`src/rtl/dmem_initiator.sv`:
```
// dmem_initiator: initiator side of the data-memory port.
//
// Turns CPU load/store requests into the word-addressed memwrite/byteen/ack protocol of the
// data cache. Handles byte/half/word sizing with big-endian lane steering (byte offset 0 is
// bits 31:24). Loads are extracted and sign/zero extended. Stores use a four-phase handshake:
// memwrite is held until dataack rises, then released, then the block waits for dataack to
// fall.
//
// Optional feature: define DMEM_TIMEOUT_EN to abort a store that stays in the request or
// release phase for TIMEOUT_CYCLES cycles (reported as resp_err).
//
// Ports:
//   clk, reset        clock; asynchronous active-high reset
//   req_*             CPU request (valid/ready handshake), byte address, right-justified data
//   resp_*            one-cycle completion pulse with error flag and extended load data
//   memwrite          write strobe to the cache
//   dataadr           word-aligned address (bits 1:0 always zero)
//   writedata/byteen  lane-steered store data and byte enables
//   readdata          cache read data, combinational from dataadr
//   dataack           cache write acknowledge
module dmem_initiator #(
    parameter int unsigned TIMEOUT_CYCLES = 15,
    parameter int unsigned CNT_W          = 4
) (
    input  logic        clk,
    input  logic        reset,
    input  logic        req_valid,
    input  logic        req_write,
    input  logic [1:0]  req_size,
    input  logic        req_signed,
    input  logic [31:0] req_addr,
    input  logic [31:0] req_wdata,
    output logic        req_ready,
    output logic        resp_valid,
    output logic        resp_err,
    output logic [31:0] resp_rdata,
    output logic        memwrite,
    output logic [31:0] dataadr,
    output logic [31:0] writedata,
    output logic [3:0]  byteen,
    input  logic [31:0] readdata,
    input  logic        dataack
);

    // The timeout counter must be able to hold TIMEOUT_CYCLES.
    if ((64'd1 << CNT_W) <= 64'(TIMEOUT_CYCLES)) begin : g_cnt_w_check
        $error("dmem_initiator: CNT_W too narrow for TIMEOUT_CYCLES");
    end

    typedef enum logic [2:0] {
        StIdle,
        StRd,
        StWrReq,
        StWrRel,
        StResp
    } state_e;

    state_e      state_q, state_d;
    logic [1:0]  size_q, size_d;
    logic [1:0]  off_q, off_d;
    logic        signed_q, signed_d;
    logic        memwrite_q, memwrite_d;
    logic [31:0] dataadr_q, dataadr_d;
    logic [31:0] writedata_q, writedata_d;
    logic [3:0]  byteen_q, byteen_d;
    logic        resp_valid_q, resp_valid_d;
    logic        resp_err_q, resp_err_d;
    logic [31:0] resp_rdata_q, resp_rdata_d;

`ifdef DMEM_TIMEOUT_EN
    localparam logic [CNT_W-1:0] CntLast = CNT_W'(TIMEOUT_CYCLES - 1);
    logic [CNT_W-1:0] cnt_q, cnt_d;
`endif

    logic        accept;
    logic        misaligned;
    logic [3:0]  req_byteen;
    logic [31:0] req_wsteer;

    // reset is included so the CPU never sees a ready while the block is held in reset.
    assign req_ready = (state_q == StIdle) && !dataack && !reset;
    assign accept    = req_valid && req_ready;

    always_comb begin
        misaligned = 1'b0;
        unique case (req_size)
            2'b00:   misaligned = 1'b0;
            2'b01:   misaligned = req_addr[0];
            2'b10:   misaligned = (req_addr[1:0] != 2'b00);
            default: misaligned = 1'b1;
        endcase
    end

    // Big-endian lane selection: offset 0 maps to byteen[3] / bits 31:24.
    always_comb begin
        req_byteen = 4'b1111;
        req_wsteer = req_wdata;
        unique case (req_size)
            2'b00: begin
                req_byteen = 4'b1000 >> req_addr[1:0];
                req_wsteer = {4{req_wdata[7:0]}};
            end
            2'b01: begin
                req_byteen = req_addr[1] ? 4'b0011 : 4'b1100;
                req_wsteer = {2{req_wdata[15:0]}};
            end
            default: begin
                req_byteen = 4'b1111;
                req_wsteer = req_wdata;
            end
        endcase
    end

    function automatic logic [31:0] load_extract(input logic [31:0] rd, input logic [1:0] size,
                                                 input logic [1:0] off, input logic sgn);
        logic [7:0]  b;
        logic [15:0] h;
        logic [31:0] r;
        unique case (off)
            2'd0:    b = rd[31:24];
            2'd1:    b = rd[23:16];
            2'd2:    b = rd[15:8];
            default: b = rd[7:0];
        endcase
        h = off[1] ? rd[15:0] : rd[31:16];
        unique case (size)
            2'b00:   r = {{24{sgn & b[7]}}, b};
            2'b01:   r = {{16{sgn & h[15]}}, h};
            default: r = rd;
        endcase
        return r;
    endfunction

    always_comb begin
        state_d      = state_q;
        size_d       = size_q;
        off_d        = off_q;
        signed_d     = signed_q;
        memwrite_d   = memwrite_q;
        dataadr_d    = dataadr_q;
        writedata_d  = writedata_q;
        byteen_d     = byteen_q;
        // Response fields are only meaningful for the single RESP cycle.
        resp_valid_d = 1'b0;
        resp_err_d   = 1'b0;
        resp_rdata_d = 32'h0;
`ifdef DMEM_TIMEOUT_EN
        cnt_d        = cnt_q;
`endif

        unique case (state_q)
            StIdle: begin
                if (accept) begin
                    size_d   = req_size;
                    off_d    = req_addr[1:0];
                    signed_d = req_signed;
                    if (misaligned) begin
                        // No memory access: address/data/lane registers keep their value.
                        state_d      = StResp;
                        resp_valid_d = 1'b1;
                        resp_err_d   = 1'b1;
                    end else if (req_write) begin
                        state_d     = StWrReq;
                        memwrite_d  = 1'b1;
                        dataadr_d   = {req_addr[31:2], 2'b00};
                        writedata_d = req_wsteer;
                        byteen_d    = req_byteen;
`ifdef DMEM_TIMEOUT_EN
                        cnt_d       = '0;
`endif
                    end else begin
                        state_d   = StRd;
                        dataadr_d = {req_addr[31:2], 2'b00};
                    end
                end
            end

            StRd: begin
                // dataack is irrelevant here; readdata is sampled at the end of this cycle.
                state_d      = StResp;
                resp_valid_d = 1'b1;
                resp_rdata_d = load_extract(readdata, size_q, off_q, signed_q);
            end

            StWrReq: begin
                if (dataack) begin
                    state_d    = StWrRel;
                    memwrite_d = 1'b0;
`ifdef DMEM_TIMEOUT_EN
                    cnt_d      = '0;
                end else if (cnt_q == CntLast) begin
                    state_d      = StResp;
                    memwrite_d   = 1'b0;
                    resp_valid_d = 1'b1;
                    resp_err_d   = 1'b1;
                end else begin
                    cnt_d = cnt_q + 1'b1;
`endif
                end
            end

            StWrRel: begin
                if (!dataack) begin
                    state_d      = StResp;
                    resp_valid_d = 1'b1;
`ifdef DMEM_TIMEOUT_EN
                end else if (cnt_q == CntLast) begin
                    state_d      = StResp;
                    resp_valid_d = 1'b1;
                    resp_err_d   = 1'b1;
                end else begin
                    cnt_d = cnt_q + 1'b1;
`endif
                end
            end

            StResp: begin
                state_d = StIdle;
            end

            default: begin
                state_d    = StIdle;
                memwrite_d = 1'b0;
            end
        endcase
    end

    always_ff @(posedge clk or posedge reset) begin
        if (reset) begin
            state_q      <= StIdle;
            size_q       <= 2'b00;
            off_q        <= 2'b00;
            signed_q     <= 1'b0;
            memwrite_q   <= 1'b0;
            dataadr_q    <= 32'h0;
            writedata_q  <= 32'h0;
            byteen_q     <= 4'h0;
            resp_valid_q <= 1'b0;
            resp_err_q   <= 1'b0;
            resp_rdata_q <= 32'h0;
`ifdef DMEM_TIMEOUT_EN
            cnt_q        <= '0;
`endif
        end else begin
            state_q      <= state_d;
            size_q       <= size_d;
            off_q        <= off_d;
            signed_q     <= signed_d;
            memwrite_q   <= memwrite_d;
            dataadr_q    <= dataadr_d;
            writedata_q  <= writedata_d;
            byteen_q     <= byteen_d;
            resp_valid_q <= resp_valid_d;
            resp_err_q   <= resp_err_d;
            resp_rdata_q <= resp_rdata_d;
`ifdef DMEM_TIMEOUT_EN
            cnt_q        <= cnt_d;
`endif
        end
    end

    assign memwrite   = memwrite_q;
    assign dataadr    = dataadr_q;
    assign writedata  = writedata_q;
    assign byteen     = byteen_q;
    assign resp_valid = resp_valid_q;
    assign resp_err   = resp_err_q;
    assign resp_rdata = resp_rdata_q;

endmodule

```
`config.mk`:
```
export PLATFORM = sky130hd
export DESIGN_NAME = dmem_initiator
export DESIGN_NICKNAME = d
export VERILOG_FILES = /design/src/rtl/dmem_initiator.sv
export SDC_FILE = /design/constraint.sdc
export NUM_CORES = 1
export LEC_CHECK = 0
export BUFFER_PORTS_ARGS = -buffer_cell sky130_fd_sc_hd__buf_2
export CORE_AREA = 4 4 113 115
export DETAILED_ROUTE_END_ITERATION = 10
export DIE_AREA = 0 0 117 119
export PLACE_DENSITY_LB_ADDON = 0.25
export SLEW_MARGIN = 5
export SYNTH_ARGS = -nofsm -noshare
export SYNTH_HDL_FRONTEND = slang
export SYNTH_SLANG_ARGS = --single-unit
```
`constraint.sdc`:
```
create_clock -name clk -period 3.35 [get_ports clk]
set_input_delay 0.1675 -clock clk [delete_from_list [all_inputs] [get_ports clk]]
set_output_delay 0.1675 -clock clk [all_outputs]
set_load 0.02 [all_outputs]
```
==> results.sh, run 1 <==
export IMPL_crit_path_end="resp_rdata[20]"
export IMPL_max_freq_mhz=461
export IMPL_place_gp_congestion=0.869
export IMPL_cts_tree="done"
export IMPL_post_place_ws_ps=1210
export IMPL_combPwrFrac_pct=43.4
export IMPL_fin_nets=706
export IMPL_grt_ovfl_total=0
export IMPL_required_ps=3540
export IMPL_rsz0062_at_grt="false"
export IMPL_synthFlopType="dfrtp_1"
export IMPL_antenna_found_initial=0
export IMPL_ys_types=43
export IMPL_dieHeight_um=119
export IMPL_seq_area_sq_mm=0.00273
export IMPL_routed_via_density=5.21
export IMPL_syn_inst=410
export IMPL_setup_viol=0
export IMPL_clock_latency_ps=350
export IMPL_fp_row_count=40
export IMPL_met1_usage_pct=21.5
export IMPL_cts_max_level=3
export IMPL_drive_above_1_share_pct=49.6
export IMPL_syn_to_final_growth_pct=26.1
export IMPL_nFillCells=1029
export IMPL_r2r_end="resp_rdata[20]"
export IMPL_io_buffers=205
export IMPL_vias=3930
export IMPL_met3_usage_pct=7.42
export IMPL_hold_path_class="in2reg"
export IMPL_yosysTopAreaCell="dfrtp_1"
export IMPL_tns_ps=0
export IMPL_clkTransAtPathRegs_ps=70
export IMPL_pwr_density_cell_mw_per_mm2=882
export IMPL_syn_avg_cell_area_sq_um=12.6
export IMPL_grt_busiest_layer="met2"
export IMPL_core_sq_mm=0.0118
export IMPL_p_sw_mw=2.28
export IMPL_yosysSeqAreaShare_pct=52.8
export IMPL_reg2reg_slack_ps=1180
export IMPL_async_flop_share_pct=100
export IMPL_ant_nets=0
export IMPL_grt_max_degree=77
export IMPL_path_max_fanout=23
export IMPL_swShare_pct=39.7
export IMPL_r2r_start="off_q[1]"
export IMPL_grt_pass1_wl_um=19900
export IMPL_pwr_share_clk_pct=18.2
export IMPL_cts_setup_buffers=0
export IMPL_grt_pass1_vias=3926
export IMPL_route_detailed_drc=0
export IMPL_start_util_pct=43.8
export IMPL_drt_total_wl_um=12900
export IMPL_slew_headroom_pct=36.9
export IMPL_r2r_cells=4
export IMPL_cts_root_buf="clkbuf_16"
export IMPL_io_pins=208
export IMPL_status="completed"
export IMPL_drv_cap=0
export IMPL_tightest_slew_ps=946
export IMPL_die_area_sq_mm=0.0139
export IMPL_ys_top_cells_by_area="dfrtp_1 53%, mux2_4 8.7%, mux2_2 7.4%"
export IMPL_cts_buffers=9
export IMPL_final_hold_viol_count=0
export IMPL_startpoint_type="flop"
export IMPL_syn_cell_area_sq_mm=0.00517
export IMPL_fin_ws_ps=1180
export IMPL_ys_ff_latch=109
export IMPL_dr_pass1_iters=6
export IMPL_ir_drop_uv=429
export IMPL_die_x_um=117
export IMPL_met2_usage_pct=30.5
export IMPL_critical_path_class="reg2reg"
export IMPL_cts_hold_buf=0
export IMPL_cts_sinks=109
export IMPL_ys_warn_count=0
export IMPL_yosysTopAreaCellShare_pct=52.8
export IMPL_track_usage_pct=18.4
export IMPL_slew_viol_final=0
export IMPL_startpoint="off_q[1]"
export IMPL_cts_buffer_depth=2
export IMPL_diodes=0
export IMPL_drt_iter0_markers=216
export IMPL_p_leak_nw=3.54
export IMPL_synth_edf_count=0
export IMPL_post_route_period_util_pct=64.8
export IMPL_cts_resized=0
export IMPL_multi_input_area_sq_mm=0.00222
export IMPL_end_kind="flop"
export IMPL_p_int_mw=3.47
export IMPL_crit_arrival_ps=2360
export IMPL_fin_crit_ps=2170
export IMPL_wire_per_inst_um=17.1
export IMPL_seqPwrFrac_pct=38.4
export IMPL_hpwlAfterDp_um=9500
export IMPL_clock_skew_ps=5.72
flip-flops by register name (all words and copies together), names as in the netlist, 2 cells and up:
signal,cells
resp_rdata,32
size_q,2
dataadr,30
state_q,3
byteen,4
off_q,2
writedata,32
cell type report:
| cell class | count | share of cell area [%] |
|---|---|---|
| Timing Repair Buffer | 210 | 16.3 |
| Tap cell | 147 | 2.82 |
| Clock inverter | 4 | 0.461 |
| Multi-Input combinational cell | 267 | 34.1 |
| Inverter | 5 | 0.326 |
| Clock buffer | 12 | 4.09 |
| Sequential cell | 109 | 41.9 |
layer usage:
layer | wire (um) | up-vias | share of wire [%]
li1 | - | 1847 | -
met3 | 1060 | 20 | 8.2
met5 | 0 | - | 0
met2 | 6460 | 150 | 50
met4 | 229 | 0 | 1.8
met1 | 5180 | 1913 | 40
metrics by stage:
stage | instance area, sq um | total power, mW | hold slack [ps] | util, % | std cells
after CTS | 6520 | 5.81 | 26.1 | 55.2 | 754
after detailed placement | 6220 | 4.73 | 402 | 52.6 | 738
after global routing | 6520 | 6.13 | 18.9 | 55.2 | 754
after global placement | 6220 | 4.66 | 399 | 52.6 | 738
after floorplan | 5170 | 3.92 | 298 | - | 411
final | 6520 | 5.74 | 44.2 | 55.2 | 754
worst min path at each step:
stage / cells after the start / startpoint / to
finish: 2 / req_addr[4] / dataadr[4]
CTS: 2 / req_addr[26] / dataadr[26]
detailed placement: 2 / req_addr[16] / dataadr[16]
global route: 2 / req_addr[26] / dataadr[26]
global placement: 2 / req_addr[2] / dataadr[2]
floorplan: 2 / readdata[30] / resp_rdata[30]
cell families (layout without fill, tap and decap cells):
kind of cell | count (synthesis) | in the layout | share of synthesized area (%)
DFF | 109 | 109 | 52.8
muxes | 104 | 104 | 24.6
and+or+nand+nor | 88 | 88 | 8.89
AOI/OAI and AO/OA | 73 | 73 | 9.39
buffers and inverters | 35 | 231 | 4.29
other | 1 | 2 | 0.0726
synth_stat cells, types with 3 or more instances:
library cell	count
nor2_1	16
a222oi_1	7
mux2i_1	11
nand2_1	35
a21oi_1	23
buf_2	6
dfrtp_1	109
buf_12	3
clkbuf_1	13
a22o_1	7
and3_1	7
nand2b_1	10
o21ai_0	12
buf_4	3
o22ai_1	9
nor3_1	5
buf_6	3
or3_1	3
o21bai_1	3
inv_1	5
mux2_2	34
mux2_1	29
mux2_4	30
worst max-delay path, stage by stage, from the launching register on:
cell and delay (ps):
dfrtp_1 800, mux2_2 420, a32o_1 240, nand2_1 400
a21oi_1 150
cell usage in the layout (no fill, tap or decap), types with 4 or more instances in the layout:
cell type / netlist / final
buf_2: 6 / 205
dfrtp_1: 109 / 109
nand2_1: 35 / 35
mux2_2: 34 / 34
mux2_4: 30 / 30
mux2_1: 29 / 29
a21oi_1: 23 / 23
nor2_1: 16 / 16
o21ai_0: 12 / 12
mux2i_1: 11 / 11
nand2b_1: 10 / 10
o22ai_1: 9 / 9
clkbuf_16: 0 / 9
and3_1: 7 / 7
a22o_1: 7 / 7
a222oi_1: 7 / 7
nor3_1: 5 / 5
buf_4: 3 / 5
inv_1: 5 / 4
power groups by stage:
| stage | clock, mW | sequential (mW) | combinational, mW |
|---|---|---|---|
| finish | 1.05 | 2.20 | 2.49 |
| global route | 1.15 | 2.28 | 2.70 |
| CTS | 1.08 | 2.21 | 2.52 |
| detailed placement | 0 | 2.22 | 2.51 |
| global placement | 0 | 2.19 | 2.47 |
| floorplan | 0 | 2.71 | 1.22 |
Note: power is estimated with default switching activity, not from simulation.
==> inputs of run 2 (changes only) <==
--- a/config.mk
+++ b/config.mk
@@ -6,9 +6,9 @@
 export NUM_CORES = 1
 export LEC_CHECK = 0
 export BUFFER_PORTS_ARGS = -buffer_cell sky130_fd_sc_hd__buf_2
-export CORE_AREA = 4 4 113 115
+export CORE_AREA = 4 4 114 116
 export DETAILED_ROUTE_END_ITERATION = 10
-export DIE_AREA = 0 0 117 119
+export DIE_AREA = 0 0 118 120
 export PLACE_DENSITY_LB_ADDON = 0.25
 export SLEW_MARGIN = 5
 export SYNTH_ARGS = -nofsm -noshare
==> constraint.sdc (replaced) <==
create_clock -name clk -period 1.9 [get_ports clk]
set_input_delay 0.095 -clock clk [delete_from_list [all_inputs] [get_ports clk]]
set_output_delay 0.095 -clock clk [all_outputs]
set_load 0.02 [all_outputs]
==> run 2 against run 1 <==
  * Register-to-register slack lost 1100 ps
  * Critical path depth grew 3
  * Setup slack worse by 1100 ps
  * Non-clock buffer count rose by 47
  * Clock-buffer cell count down 1
  * Clock power is 90% higher
  * Combinational power grew 92%
  * Largest power group unchanged
  * Via count up 4.7%
==> results.sh, run 2 (synthesis gave the netlist of run 1 again) <==
export IMPL_status="completed"
export IMPL_dr_pass1_iters=7
export IMPL_critical_path_class="in2reg"
export IMPL_start_util_pct=43.4
export IMPL_ant_nets=0
export IMPL_die_area_sq_mm=0.0142
export IMPL_power_mw=10.5
export IMPL_routed_via_density=5.14
export IMPL_cts_buffers=9
export IMPL_post_place_ws_ps=103
export IMPL_final_core_util_pct=59.0
export IMPL_critPathTopFamily="buffers and inverters"
export IMPL_cts_buffer_depth=2
export IMPL_fin_ws_ps=59.8
export IMPL_clock_latency_ps=340
export IMPL_post_route_period_util_pct=96.9
export IMPL_track_usage_pct=19.5
export IMPL_vias=4114
export IMPL_final_cell_mix="205 x buf_2, 109 x dfrtp_1, 36 x dlygate4sd3_1, 35 x nand2_1, 34 x mux2_2"
export IMPL_max_freq_mhz=543
export IMPL_pwr_density_cell_mw_per_mm2=1500
export IMPL_path_max_fanout=35
export IMPL_final_hold_viol_count=0
export IMPL_cts_sinks=109
export IMPL_slew_headroom_pct=64.0
export IMPL_diodes=0
export IMPL_die_x_um=118
export IMPL_grt_pass1_vias=4314
export IMPL_tightest_slew_ps=537
export IMPL_cts_max_level=3
export IMPL_critPathSlowestCell="dlygate4sd3_1"
export IMPL_hold_path_class="in2reg"
export IMPL_clkTransAtPathRegs_ps=70
export IMPL_wire_per_inst_um=17.1
export IMPL_cts_tree="done"
export IMPL_grt_max_degree=80
export IMPL_drive_above_1_share_pct=47.7
export IMPL_end_kind="flop"
export IMPL_setup_viol=0
export IMPL_fin_nets=754
export IMPL_cts_root_buf="clkbuf_16"
export IMPL_antenna_found_initial=0
export IMPL_place_gp_congestion=0.786
export IMPL_drv_cap=0
export IMPL_grt_pass1_wl_um=22200
export IMPL_cp_slowest_stage_delay_ps=540
export IMPL_ir_drop_uv=735
export IMPL_crit_arrival_ps=2070
export IMPL_worstPathCellList="dlygate4sd3_1 -> buf_2 -> nor3b_4 -> nand3_2 -> nor2_4 -> buf_12 -> mux2_1"
export IMPL_tns_ps=0
export IMPL_io_pins=208
export IMPL_clock_skew_ps=3.97
export IMPL_drt_total_wl_um=13700
export IMPL_fin_crit_ps=1840
export IMPL_final_common_cell="buf_2"
export IMPL_hpwlAfterDp_um=9570
export IMPL_path_buf_inv=3
export IMPL_route_detailed_drc=0
export IMPL_p_leak_nw=3.76
export IMPL_core_sq_mm=0.0119
export IMPL_slew_viol_final=0
export IMPL_syn_to_final_growth_pct=36.0
export IMPL_startpoint_type="input pin"
export IMPL_required_ps=2120
export IMPL_drt_iter0_markers=173
export IMPL_dieHeight_um=120
export IMPL_grt_ovfl_total=0
export IMPL_fp_row_count=40
export IMPL_io_buffers=205
run 2: worst paths after layout:
path	to	depth (start not counted)	start	slack, ps
setup / recovery	writedata[6]	7	reset	60
hold / removal	resp_rdata[21]	3	readdata[21]	20
setup reg to reg	resp_rdata[16]	4	off_q[1]	120
hold reg to reg	writedata[13]	1	writedata[13]	480
max in group asynchronous	resp_rdata[15]	4	reset	1090
min in group asynchronous	state_q[0]	4	reset	460
run 2: power breakdown:
| part | total (mW) | switching, mW | internal (mW) |
|---|---|---|---|
| sequential | 3.76 | 0.514 | 3.25 |
| clock | 2.00 | 0.814 | 1.18 |
| combinational | 4.78 | 2.74 | 2.04 |
run 2: area by class of cell:
type,instances,area [sq um]
clock buffers,11,243
clock inverters,4,72.6
fillers,1003,4880
inverters,5,22.5
multi-input cells,268,2240
flip-flops and latches,109,2730
well taps,147,184
repair buffers,257,1540
run 2: repair_timing:
action                                  in CTS  in global routing
hold endpoints to repair                   144                  0
buffers inserted                             0                  2
resized for setup                            0                  2
endpoints found under the setup margin       0                 65
hold buffers                                36                  0
run 2: worst register-to-register path, stage by stage (launching register included):
cell and delay, ps:
dfrtp_1 460, mux2_2 380, a32o_1 250, nand2_1 390, a21oi_1 160
run 2: stage by stage:
step	hold WS, ps	cell area, sq um	cells
after global placement	274	6320	747
after floorplan	226	5170	411
after CTS	0.0964	7000	798
after detailed placement	293	6320	747
final	16.1	7030	801
after global routing	12.2	7030	801
run 2: layer usage:
layer  share of wire [%]  track usage [%]  vias up
li1                    -                -     1948
met1                  42             23.8     1996
met2                  50             33.0      150
met3                 6.2             4.81       20
met4                 2.0             7.84        0
met5                   0                0        -
